==> src/rtl/ppi_pkg.sv <==
// ppi_pkg: shared types and constants for the PPI bus master slice.
//   ppi_bm_state_t    : bus-cycle sequencer states
//   PPI_PORT_*/CTRL   : PPI register addresses
//   PPI_CTRL_RESET    : control word the PPI powers up with (all ports input)
//   PPI_CTRL_MODE_BIT : bit that marks a mode-set word (1) versus a BSR word (0)
package ppi_pkg;

    typedef enum logic [1:0] {
        IDLE   = 2'd0,
        SETUP  = 2'd1,
        STROBE = 2'd2,
        HOLD   = 2'd3
    } ppi_bm_state_t;

    localparam logic [1:0] PPI_PORT_A = 2'd0;
    localparam logic [1:0] PPI_PORT_B = 2'd1;
    localparam logic [1:0] PPI_PORT_C = 2'd2;
    localparam logic [1:0] PPI_CTRL   = 2'd3;

    localparam logic [7:0] PPI_CTRL_RESET    = 8'h9B;
    localparam int         PPI_CTRL_MODE_BIT = 7;

    // Largest of three phase lengths; sizes the shared phase counter.
    function automatic int max3(input int a, input int b, input int c);
        int m;
        m = a;
        if (b > m) begin
            m = b;
        end else begin
            m = m;
        end
        if (c > m) begin
            m = c;
        end else begin
            m = m;
        end
        return m;
    endfunction

endpackage

==> src/rtl/ppi_bus_master_if.sv <==
// ppi_bus_master_if: request/response handshake plus PPI bus pins.
//   req_*     : one register access offered by the host (valid/ready)
//   rsp_*     : completion pulse and read data back to the host
//   ppi_*     : chip select, strobes, address and split data bus of the PPI
// Modports:
//   master : the bus master block (drives req_ready, rsp_*, PPI control/data out)
//   slave  : the surrounding environment (host requests, PPI data in)
interface ppi_bus_master_if;
    import ppi_pkg::*;

    logic       req_valid;
    logic       req_ready;
    logic       req_wr;
    logic [1:0] req_addr;
    logic [7:0] req_wdata;
    logic       rsp_valid;
    logic [7:0] rsp_rdata;
    logic       ppi_cs;
    logic       ppi_rd;
    logic       ppi_wr;
    logic [1:0] ppi_a;
    logic [7:0] ppi_d_out;
    logic       ppi_d_oe;
    logic [7:0] ppi_d_in;

    modport master (
        input  req_valid, req_wr, req_addr, req_wdata, ppi_d_in,
        output req_ready, rsp_valid, rsp_rdata,
        output ppi_cs, ppi_rd, ppi_wr, ppi_a, ppi_d_out, ppi_d_oe
    );

    modport slave (
        output req_valid, req_wr, req_addr, req_wdata, ppi_d_in,
        input  req_ready, rsp_valid, rsp_rdata,
        input  ppi_cs, ppi_rd, ppi_wr, ppi_a, ppi_d_out, ppi_d_oe
    );

endinterface

==> src/rtl/ppi_bm_phase_timer.sv <==
// ppi_bm_phase_timer: loadable down-counter shared by the SETUP, STROBE and
// HOLD phases. Loaded with (phase length - 1) on phase entry, it counts down
// and parks at zero; tc flags the last cycle of the current phase.
//   clk, reset : clock, synchronous active-high reset (count -> 0)
//   load       : load load_val this edge (takes priority over counting)
//   load_val   : phase length - 1
//   tc         : count is zero
module ppi_bm_phase_timer
    import ppi_pkg::*;
#(
    parameter int CNT_W = 2
) (
    input  logic             clk,
    input  logic             reset,
    input  logic             load,
    input  logic [CNT_W-1:0] load_val,
    output logic             tc
);

    logic [CNT_W-1:0] count_r;

    // Phase counter: reset, load on phase entry, else count down to zero.
    always_ff @(posedge clk) begin
        if (reset) begin
            count_r <= {CNT_W{1'b0}};
        end else if (load) begin
            count_r <= load_val;
        end else if (count_r != {CNT_W{1'b0}}) begin
            count_r <= count_r - CNT_W'(1);
        end else begin
            count_r <= count_r;
        end
    end

    assign tc = (count_r == {CNT_W{1'b0}});

endmodule

==> src/rtl/ppi_bus_master.sv <==
// ppi_bus_master: turns one host register access at a time into a PPI bus
// cycle IDLE -> SETUP -> STROBE -> HOLD -> IDLE with programmable phase
// lengths. All PPI-side and response outputs are registered.
//   clk, reset : single clock, synchronous active-high reset
//   bus        : ppi_bus_master_if.master (request, response, PPI pins)
// Parameters SETUP_CYC, STROBE_CYC, HOLD_CYC (each >= 1) set phase lengths.
// Optional build macro PPI_BM_CTRL_SHADOW_EN: keeps a shadow of the last
// mode-set control word and answers control reads from it without a bus cycle.
module ppi_bus_master
    import ppi_pkg::*;
#(
    parameter int SETUP_CYC  = 1,
    parameter int STROBE_CYC = 2,
    parameter int HOLD_CYC   = 1
) (
    input  logic clk,
    input  logic reset,
    ppi_bus_master_if.master bus
);

    localparam int MAX_CYC = max3(SETUP_CYC, STROBE_CYC, HOLD_CYC);
    localparam int CNT_W   = $clog2(MAX_CYC + 1);
    localparam logic [CNT_W-1:0] SETUP_LOAD  = CNT_W'(SETUP_CYC - 1);
    localparam logic [CNT_W-1:0] STROBE_LOAD = CNT_W'(STROBE_CYC - 1);
    localparam logic [CNT_W-1:0] HOLD_LOAD   = CNT_W'(HOLD_CYC - 1);

    ppi_bm_state_t    state_r;
    ppi_bm_state_t    state_next_s;
    logic             load_s;
    logic [CNT_W-1:0] load_val_s;
    logic             tc_s;
    logic             accept_s;
    logic             rsp_fire_s;
    logic             shadow_rd_s;
    logic             sample_s;
    logic             busy_next_s;
    logic             cur_wr_s;
    logic [1:0]       cur_addr_s;
    logic [7:0]       cur_wdata_s;
    logic [7:0]       shadow_s;

    logic             wr_r;
    logic [1:0]       addr_r;
    logic [7:0]       wdata_r;

    logic             req_ready_r;
    logic             rsp_valid_r;
    logic [7:0]       rsp_rdata_r;
    logic             ppi_cs_r;
    logic             ppi_rd_r;
    logic             ppi_wr_r;
    logic [1:0]       ppi_a_r;
    logic [7:0]       ppi_d_out_r;
    logic             ppi_d_oe_r;

    ppi_bm_phase_timer #(.CNT_W(CNT_W)) u_timer (
        .clk      (clk),
        .reset    (reset),
        .load     (load_s),
        .load_val (load_val_s),
        .tc       (tc_s)
    );

    // State register.
    always_ff @(posedge clk) begin
        if (reset) begin
            state_r <= IDLE;
        end else begin
            state_r <= state_next_s;
        end
    end

    // Next-state decode, phase-counter loads and event strobes.
    always_comb begin
        state_next_s = state_r;
        load_s       = 1'b0;
        load_val_s   = {CNT_W{1'b0}};
        accept_s     = 1'b0;
        rsp_fire_s   = 1'b0;
        shadow_rd_s  = 1'b0;
        sample_s     = 1'b0;
        case (state_r)
            IDLE: begin
                // req_ready is high exactly while in IDLE, so valid alone accepts.
                if (bus.req_valid) begin
                    accept_s = 1'b1;
`ifdef PPI_BM_CTRL_SHADOW_EN
                    if (!bus.req_wr && (bus.req_addr == PPI_CTRL)) begin
                        shadow_rd_s = 1'b1;
                    end else begin
                        state_next_s = SETUP;
                        load_s       = 1'b1;
                        load_val_s   = SETUP_LOAD;
                    end
`else
                    state_next_s = SETUP;
                    load_s       = 1'b1;
                    load_val_s   = SETUP_LOAD;
`endif
                end else begin
                    state_next_s = IDLE;
                end
            end
            SETUP: begin
                if (tc_s) begin
                    state_next_s = STROBE;
                    load_s       = 1'b1;
                    load_val_s   = STROBE_LOAD;
                end else begin
                    state_next_s = SETUP;
                end
            end
            STROBE: begin
                if (tc_s) begin
                    state_next_s = HOLD;
                    load_s       = 1'b1;
                    load_val_s   = HOLD_LOAD;
                    sample_s     = !wr_r;
                end else begin
                    state_next_s = STROBE;
                end
            end
            HOLD: begin
                if (tc_s) begin
                    state_next_s = IDLE;
                    load_s       = 1'b1;
                    load_val_s   = {CNT_W{1'b0}};
                    rsp_fire_s   = 1'b1;
                end else begin
                    state_next_s = HOLD;
                end
            end
            default: begin
                state_next_s = IDLE;
            end
        endcase
    end

    // Access fields for the coming cycle: fresh request on the accept edge,
    // captured copy otherwise, so outputs register in step with the state.
    always_comb begin
        busy_next_s = (state_next_s != IDLE);
        if (accept_s) begin
            cur_wr_s    = bus.req_wr;
            cur_addr_s  = bus.req_addr;
            cur_wdata_s = bus.req_wdata;
        end else begin
            cur_wr_s    = wr_r;
            cur_addr_s  = addr_r;
            cur_wdata_s = wdata_r;
        end
    end

    // Request capture on accept; held for the rest of the access.
    always_ff @(posedge clk) begin
        if (reset) begin
            wr_r    <= 1'b0;
            addr_r  <= 2'd0;
            wdata_r <= 8'h00;
        end else if (accept_s) begin
            wr_r    <= bus.req_wr;
            addr_r  <= bus.req_addr;
            wdata_r <= bus.req_wdata;
        end else begin
            wr_r    <= wr_r;
            addr_r  <= addr_r;
            wdata_r <= wdata_r;
        end
    end

    // Registered PPI outputs; strobes only in STROBE, OE only for writes.
    always_ff @(posedge clk) begin
        if (reset) begin
            req_ready_r <= 1'b1;
            ppi_cs_r    <= 1'b0;
            ppi_rd_r    <= 1'b0;
            ppi_wr_r    <= 1'b0;
            ppi_a_r     <= 2'd0;
            ppi_d_out_r <= 8'h00;
            ppi_d_oe_r  <= 1'b0;
        end else begin
            req_ready_r <= !busy_next_s;
            ppi_cs_r    <= busy_next_s;
            ppi_rd_r    <= (state_next_s == STROBE) && !cur_wr_s;
            ppi_wr_r    <= (state_next_s == STROBE) && cur_wr_s;
            ppi_a_r     <= busy_next_s ? cur_addr_s : 2'd0;
            ppi_d_out_r <= (busy_next_s && cur_wr_s) ? cur_wdata_s : 8'h00;
            ppi_d_oe_r  <= busy_next_s && cur_wr_s;
        end
    end

    // Response: completion pulse and read data held until the next read.
    always_ff @(posedge clk) begin
        if (reset) begin
            rsp_valid_r <= 1'b0;
            rsp_rdata_r <= 8'h00;
        end else begin
            rsp_valid_r <= rsp_fire_s || shadow_rd_s;
            if (sample_s) begin
                rsp_rdata_r <= bus.ppi_d_in;
            end else if (shadow_rd_s) begin
                rsp_rdata_r <= shadow_s;
            end else begin
                rsp_rdata_r <= rsp_rdata_r;
            end
        end
    end

`ifdef PPI_BM_CTRL_SHADOW_EN
    logic [7:0] shadow_r;

    // Control shadow: only completed mode-set writes (bit 7 set) update it.
    always_ff @(posedge clk) begin
        if (reset) begin
            shadow_r <= PPI_CTRL_RESET;
        end else if (rsp_fire_s && wr_r && (addr_r == PPI_CTRL) &&
                     wdata_r[PPI_CTRL_MODE_BIT]) begin
            shadow_r <= wdata_r;
        end else begin
            shadow_r <= shadow_r;
        end
    end

    assign shadow_s = shadow_r;
`else
    assign shadow_s = PPI_CTRL_RESET;
`endif

    assign bus.req_ready = req_ready_r;
    assign bus.rsp_valid = rsp_valid_r;
    assign bus.rsp_rdata = rsp_rdata_r;
    assign bus.ppi_cs    = ppi_cs_r;
    assign bus.ppi_rd    = ppi_rd_r;
    assign bus.ppi_wr    = ppi_wr_r;
    assign bus.ppi_a     = ppi_a_r;
    assign bus.ppi_d_out = ppi_d_out_r;
    assign bus.ppi_d_oe  = ppi_d_oe_r;

endmodule

==> src/flat_wrapper.sv <==
// flat-port wrapper written by rule: the top's interface ports become plain ports
module ppi_bus_master_flat import ppi_pkg::*;
#(
    parameter int SETUP_CYC  = 1,
    parameter int STROBE_CYC = 2,
    parameter int HOLD_CYC   = 1
)
  (clk, reset, bus_req_valid, bus_req_wr, bus_req_addr, bus_req_wdata, bus_ppi_d_in, bus_req_ready, bus_rsp_valid, bus_rsp_rdata, bus_ppi_cs, bus_ppi_rd, bus_ppi_wr, bus_ppi_a, bus_ppi_d_out, bus_ppi_d_oe);
  ppi_bus_master_if bus_i ();
  input  logic clk;
  input  logic reset;
  input wire logic [$bits(bus_i.req_valid)-1:0] bus_req_valid;
  input wire logic [$bits(bus_i.req_wr)-1:0] bus_req_wr;
  input wire logic [$bits(bus_i.req_addr)-1:0] bus_req_addr;
  input wire logic [$bits(bus_i.req_wdata)-1:0] bus_req_wdata;
  input wire logic [$bits(bus_i.ppi_d_in)-1:0] bus_ppi_d_in;
  output wire logic [$bits(bus_i.req_ready)-1:0] bus_req_ready;
  output wire logic [$bits(bus_i.rsp_valid)-1:0] bus_rsp_valid;
  output wire logic [$bits(bus_i.rsp_rdata)-1:0] bus_rsp_rdata;
  output wire logic [$bits(bus_i.ppi_cs)-1:0] bus_ppi_cs;
  output wire logic [$bits(bus_i.ppi_rd)-1:0] bus_ppi_rd;
  output wire logic [$bits(bus_i.ppi_wr)-1:0] bus_ppi_wr;
  output wire logic [$bits(bus_i.ppi_a)-1:0] bus_ppi_a;
  output wire logic [$bits(bus_i.ppi_d_out)-1:0] bus_ppi_d_out;
  output wire logic [$bits(bus_i.ppi_d_oe)-1:0] bus_ppi_d_oe;
  assign bus_i.req_valid = bus_req_valid;
  assign bus_i.req_wr = bus_req_wr;
  assign bus_i.req_addr = bus_req_addr;
  assign bus_i.req_wdata = bus_req_wdata;
  assign bus_i.ppi_d_in = bus_ppi_d_in;
  assign bus_req_ready = bus_i.req_ready;
  assign bus_rsp_valid = bus_i.rsp_valid;
  assign bus_rsp_rdata = bus_i.rsp_rdata;
  assign bus_ppi_cs = bus_i.ppi_cs;
  assign bus_ppi_rd = bus_i.ppi_rd;
  assign bus_ppi_wr = bus_i.ppi_wr;
  assign bus_ppi_a = bus_i.ppi_a;
  assign bus_ppi_d_out = bus_i.ppi_d_out;
  assign bus_ppi_d_oe = bus_i.ppi_d_oe;
  ppi_bus_master #(.SETUP_CYC(SETUP_CYC), .STROBE_CYC(STROBE_CYC), .HOLD_CYC(HOLD_CYC)) u_core (.clk(clk), .reset(reset), .bus(bus_i));
endmodule
==> config.mk <==
export PLATFORM = sky130hd
export DESIGN_NAME = ppi_bus_master_flat
export DESIGN_NICKNAME = d
export VERILOG_FILES = /design/src/rtl/ppi_pkg.sv /design/src/rtl/ppi_bus_master_if.sv /design/src/rtl/ppi_bm_phase_timer.sv /design/src/rtl/ppi_bus_master.sv /design/src/flat_wrapper.sv
export SDC_FILE = /design/constraint.sdc
export NUM_CORES = 1
export LEC_CHECK = 0
export CAP_MARGIN = 20
export CORE_MARGIN = 2
export CORE_UTILIZATION = 45
export CTS_BUF_LIST = sky130_fd_sc_hd__clkbuf_16
export DETAILED_ROUTE_END_ITERATION = 7
export PLACE_DENSITY = 0.76
export SLEW_MARGIN = 5
export SYNTH_ARGS = -nofsm -noshare
export SYNTH_HDL_FRONTEND = slang
export SYNTH_SLANG_ARGS = --single-unit
export TNS_END_PERCENT = 10
==> constraint.sdc <==
create_clock -name clk -period 2 [get_ports clk]
set_clock_uncertainty 0.1 [all_clocks]
set_input_delay 0.4 -clock clk [delete_from_list [all_inputs] [get_ports clk]]
set_output_delay 0.4 -clock clk [all_outputs]
set_load 0.05 [all_outputs]
[Word level (Yosys, flattened, before mapping)]
Cells that the tools add are included.
Storage, ports and cells
  logic and storage cells: 56
  register bits after elaboration: 39
  input bits: 22
Cells by class
  equal/unequal tests: 4
  add/sub/neg operators: 1
  reduce and logical (&&, ||, !) cells: 16
  bitwise logic cells: 3
  mux-type cells: 18
Operators by type and width (count)
  2-to-1 mux 2 bit: 5
  2-to-1 mux 1 bit: 9
  2-to-1 mux 8 bit: 1
  one-hot mux 2 bit (4 select lines): 1
  == test 2 bit (second input constant): 3
  nonzero test 2 bit: 3
  OR reduction 2 bit: 3
  OR reduction 3 bit: 2
  zero test 2 bit: 2
  one-hot mux 2 bit (2 select lines): 1
  logical AND 1 bit: 3
  zero test 1 bit: 3
  NOT 1 bit: 3
  == test 2 x 1 -> 1 bit (second input constant): 1
  one-hot mux 1 bit (2 select lines): 1
  subtractor 2 x 1 -> 2 bit (second input constant): 1

[Logic depth before layout (Yosys ltp)]
Gate-level depths: netlist (run 1).
  word-level depth: 7
  depth in mapped cells: 7

[Modules after synthesis]
From an unflattened synthesis (run 1), not the netlist that was laid out.
Unflattened totals
  cell total of the unflattened synthesis: 129
  area total of the unflattened synthesis: 1372.6 µm²
By module, submodules not included
  ppi_bus_master: cells an instance 117, instances 1, sequential area each 740.7 µm², area an instance 1251.2 µm²
  ppi_bm_phase_timer: cells an instance 12, instances 1, sequential area each 40.0 µm², area an instance 121.4 µm²

[Worst setup path before layout (run 1)]
OpenSTA, ideal clock, no wires.
  path kind: flip-flop to flip-flop
  from: register u_core.u_timer.count_r[0]
  to: register u_core.rsp_rdata_r[0] (netlist: u_core.bus.rsp_rdata[0])
  path slack: 388 ps
  period minus slack after synthesis: 1612 ps
  data required time: 1772 ps
  cell stages (with the launch flop): 8
  data arrival time: 1384 ps
  library setup time: 128 ps
  path through: dfxtp_1 -> inv_1 -> ha_1 -> buf_2 -> nor4bb_1 -> buf_2 -> mux2i_1 -> nor2_1
On the way
  word-level cells in the longest chain between the ends: 3
RTL lines
  from (decl): RTL line ppi_bm_phase_timer.sv:20  | logic [CNT_W-1:0] count_r;
  from (signal assigned): RTL line ppi_bm_phase_timer.sv:25  | count_r <= {CNT_W{1'b0}};
  from (signal assigned): RTL line ppi_bm_phase_timer.sv:27  | count_r <= load_val;
  from (signal assigned): RTL line ppi_bm_phase_timer.sv:29  | count_r <= count_r - CNT_W'(1);
  zero test 2 bit: RTL line ppi_bm_phase_timer.sv:35  | assign tc = (count_r == {CNT_W{1'b0}});
  2-to-1 mux 1 bit: RTL line ppi_bus_master.sv:114  | if (tc_s) begin
  2-to-1 mux 1 bit: RTL line ppi_bus_master.sv:82  | case (state_r)
  to (signal assigned): RTL line ppi_bus_master.sv:200  | rsp_rdata_r <= bus.ppi_d_in;
  to (signal assigned): RTL line ppi_bus_master.sv:202  | rsp_rdata_r <= shadow_s;
  to (signal assigned): RTL line ppi_bus_master.sv:204  | rsp_rdata_r <= rsp_rdata_r;
  to (decl): RTL line ppi_bus_master.sv:48  | logic [7:0] rsp_rdata_r;
No other way between the ends.
A chain may end at the register's enable or synchronous reset.

[Worst setup path in the final report (run 1)]
  from: register u_core.rsp_rdata_r[0] (netlist: u_core.bus.rsp_rdata[0])
  to: output port bus_rsp_rdata[0]
RTL lines
  to (decl): RTL line flat_wrapper.sv:19  | output wire logic [$bits(bus_i.rsp_rdata)-1:0] bus_rsp_rdata;
No word-level cell between the ends.

==> results of run 1 <==
power by group:
part	internal [mW]	switching [mW]	total (mW)	leakage [nW]
clock	0.447	0.284	0.732	0.0671
combinational	0.533	0.754	1.29	0.392
sequential	0.938	0.118	1.06	0.318
placed cells by master, fill, tap and decap left out, types with 2 or more instances in the layout:
master and count:
or2_2 2, ha_1 2, dfxtp_1 39, nor3_2 2
nor4_1 2, nor2_1 23, a21oi_1 3, clkdlybuf4s50_1 45
mux2i_1 19, inv_1 2, nor4_2 7, a211oi_1 3
o21a_1 2, clkbuf_16 5, nor2b_1 2, buf_4 6
worst min-delay path, cell delays in order, from the launching register on:
cell and delay (ns):
dfxtp_1 0.32, mux2i_1 0.07, nor2_1 0.07
layout make-up:
| class | instances | area [µm²] |
|---|---|---|
| Multi-Input combinational cell | 79 | 609.3 |
| Clock inverter | 2 | 8.758 |
| Inverter | 2 | 7.507 |
| Timing Repair Buffer | 52 | 515.5 |
| Sequential cell | 39 | 780.7 |
| Clock buffer | 5 | 125.1 |
| Fill cell | 262 | 950.9 |
| Tap cell | 44 | 55.05 |
metrics by stage:
stage | setup WS (ns) | instance area, µm²
floorplan | 0.3880 | 1451
global placement | 0.09494 | 1968
detailed placement | 0.05480 | 1968
CTS | 0.05207 | 2102
global route | 0.02909 | 2102
finish | 0.06227 | 2102
state kept, by name, indices dropped and copies added (netlist names):
| name | cells |
|---|---|
| u_core.bus.rsp_valid | 1 |
| u_core.wdata_r | 8 |
| u_core.wr_r | 1 |
| u_core.bus.req_ready | 1 |
| u_core.bus.ppi_d_out | 8 |
| u_core.bus.ppi_rd | 1 |
| u_core.bus.ppi_wr | 1 |
| u_core.bus.ppi_a | 2 |
| u_core.state_r | 2 |
| u_core.u_timer.count_r | 2 |
| u_core.bus.rsp_rdata | 8 |
| u_core.bus.ppi_d_oe | 1 |
| u_core.addr_r | 2 |
| u_core.bus.ppi_cs | 1 |
cells by family after synthesis:
kind of cell             share of synthesized area, %
AND/OR/NAND/NOR                                 19.57
flip-flops                                      53.79
multiplexers                                    13.10
buffers and inverters                           4.656
AO/OA/AOI/OAI                                   5.948
XOR/XNOR                                        1.207
adder cells (fa/ha/maj)                         1.724
per-layer routing:
| metal | GRT usage, % | wire length (µm) |
|---|---|---|
| met5 | 0 | 0 |
| met4 | 13.66 | 80 |
| met3 | 4.904 | 116 |
| met2 | 30.26 | 1472 |
| met1 | 20.66 | 1315 |
worst min path at each step:
stage	startpoint	to	slack, ns
after floorplan	u_core.wdata_r[7]	u_core.wdata_r[7]	0.36
after global placement	u_core.wdata_r[7]	u_core.wdata_r[7]	0.37
after detailed placement	u_core.bus.rsp_rdata[7]	u_core.bus.rsp_rdata[7]	0.39
after CTS	u_core.bus.rsp_rdata[7]	u_core.bus.rsp_rdata[7]	0.40
after global routing	u_core.bus.rsp_rdata[0]	u_core.bus.rsp_rdata[0]	0.43
final	u_core.bus.rsp_rdata[2]	u_core.bus.rsp_rdata[2]	0.39
==> flow_summary_export.csv, run 1 <==
group,metric,value,unit
min_path,hold_path_class,"register to register",
timing,fmax,516.1,MHz
floorplan,fp.dieH,60.79,µm
floorplan,initial_core_util,47.54,%
cts,postCtsSetupBuffers,0,
cts,cts-root-buf,"clkbuf_16",
yosys,yosysMostFrequentCell,"dfxtp_1",
route,ant_nets,0,
critical_path,slowest_stage,"clkdlybuf4s50_1",
critical_path,path_cells,"clkdlybuf4s50_1",
floorplan,io_pins,46,
finish,syn_to_final_growth,44.83,%
timing,finalCriticalPeriod,1.938,ns
power_and_ir_drop,p_per_area,1463,nW/µm²
critical_path,critical_path_arrival,1.44,ns
critical_path,timing.rr.end,"u_core.bus.rsp_rdata[1]",
critical_path,cp_num_buf_inv,1,
yosys,syn_area,1451,µm²
critical_path,critPathKind,"register to output port",
critical_path,setup.worst_path.end,"bus_rsp_rdata[0]",
cts,clk_latency,0.28,ns
yosys,synth_edf_count,0,
floorplan,core-area,3053,µm²
timing,finalSetupTns,0,ns
yosys,synth_top_area_share,53.79,%
timing,finalSetupViolations,0,
cts,cts.sinks,39,
finish,post-route-util,68.85,%
critical_path,slowest_delay,0.82,ns
yosys,synth-async-reset-ratio,0,%
timing,rsz0062_at_grt,"no",
floorplan,rows,20,
critical_path,cp-start-kind,"register",
global_routing,first_global_vias,1141,
yosys,ys_ff_latch,39,
critical_path,required,1.50,ns
timing,tightest_slew,0.5114,ns
placed_design,hpwl,2112,µm
critical_path,cp.depth,1,
cts,cts_tree,"built",
run,drv_cap,0,
critical_path,reg2reg_from,"u_core.u_timer.count_r[0]",
cts,cts_buffer_depth,2,
route,route.vias.total,1108,
cts,cts_hold_buffers,0,
timing,hold_ws,0.3933,ns
critical_path,rrSetupSlack,0.23,ns
power_and_ir_drop,p_leak,0.7777,nW
placed_design,place_inst,216,
cts,clkSlewWorstSetupHoldPaths,0.05,ns
floorplan,die_x,60.79,µm
yosys,yosys.area.top_type,"dfxtp_1",
timing,drv_slew,0,
floorplan,fp.dieArea,3695,µm²
critical_path,crit_path_end_kind,"output port",
yosys,yosysSeqAreaShare,53.79,%
yosys,ys_top_cells_by_count,"39 x dfxtp_1, 23 x nor2_1, 19 x mux2i_1",
critical_path,cp-startpoint,"u_core.bus.rsp_rdata[0]",
global_routing,track_usage,18.53,%
global_routing,grt_pass1_wl,4878,µm
critical_path,reg2reg_depth,6,
cts,cts_buffers,5,
route,drc_errors,0,
global_routing,antenna_found_initial,0,
finish,n_antenna_cell,0,
route,wl_per_cell,13.38,µm
route,detail_route.iter0.violations,25,
cts,cts_resized,0,
global_routing,grt_max_degree,26,
timing,finalCritPeriodShare,96.89,%
global_routing,grt_overflow_total,0,
route,vias_per_cell,4.969,
min_path,hold_depth,2,
placed_design,port-buffer-count,45,
yosys,synthFlopType,"dfxtp_1",
timing,relSlewSlack,65.80,%
status,status,"completed",
yosys,ys_warn_count,0,
finish,drive_gt1_share,14.53,%
yosys,synth_cell_type_count,29,
finish,layout.nets,203,
yosys,syn-num-nets,155,
route,totalWireLength,2984,µm
power_and_ir_drop,fin_total_pwr,3.074,mW
power_and_ir_drop,ir_drop,0.0007127,V
critical_path,crit_fanout,2,
route,firstDrtPassIters,4,
yosys,syn_area_per_cell,11.08,µm²
finish,instances_no_fill,223,
timing,hold_viol,0,
yosys,synth_area_leaders,"dfxtp_1 54%, mux2i_1 13%, nor4_2 6.0%, nor2_1 5.9%, buf_2 2.1%",
cts,cts_max_level,2,
critical_path,cpLargestDelayFamily,"buffers and inverters",
placed_design,gp_congestion,0.7352,
yosys,synthCells,131,
No activity file was read; power rests on OpenSTA's default activity.
==> run 2, diff against run 1 <==
TNS_END_PERCENT = unset   (was 10)
==> results of run 2 <==
The final DEF is identical to that of run 1; final timing and power are the same.
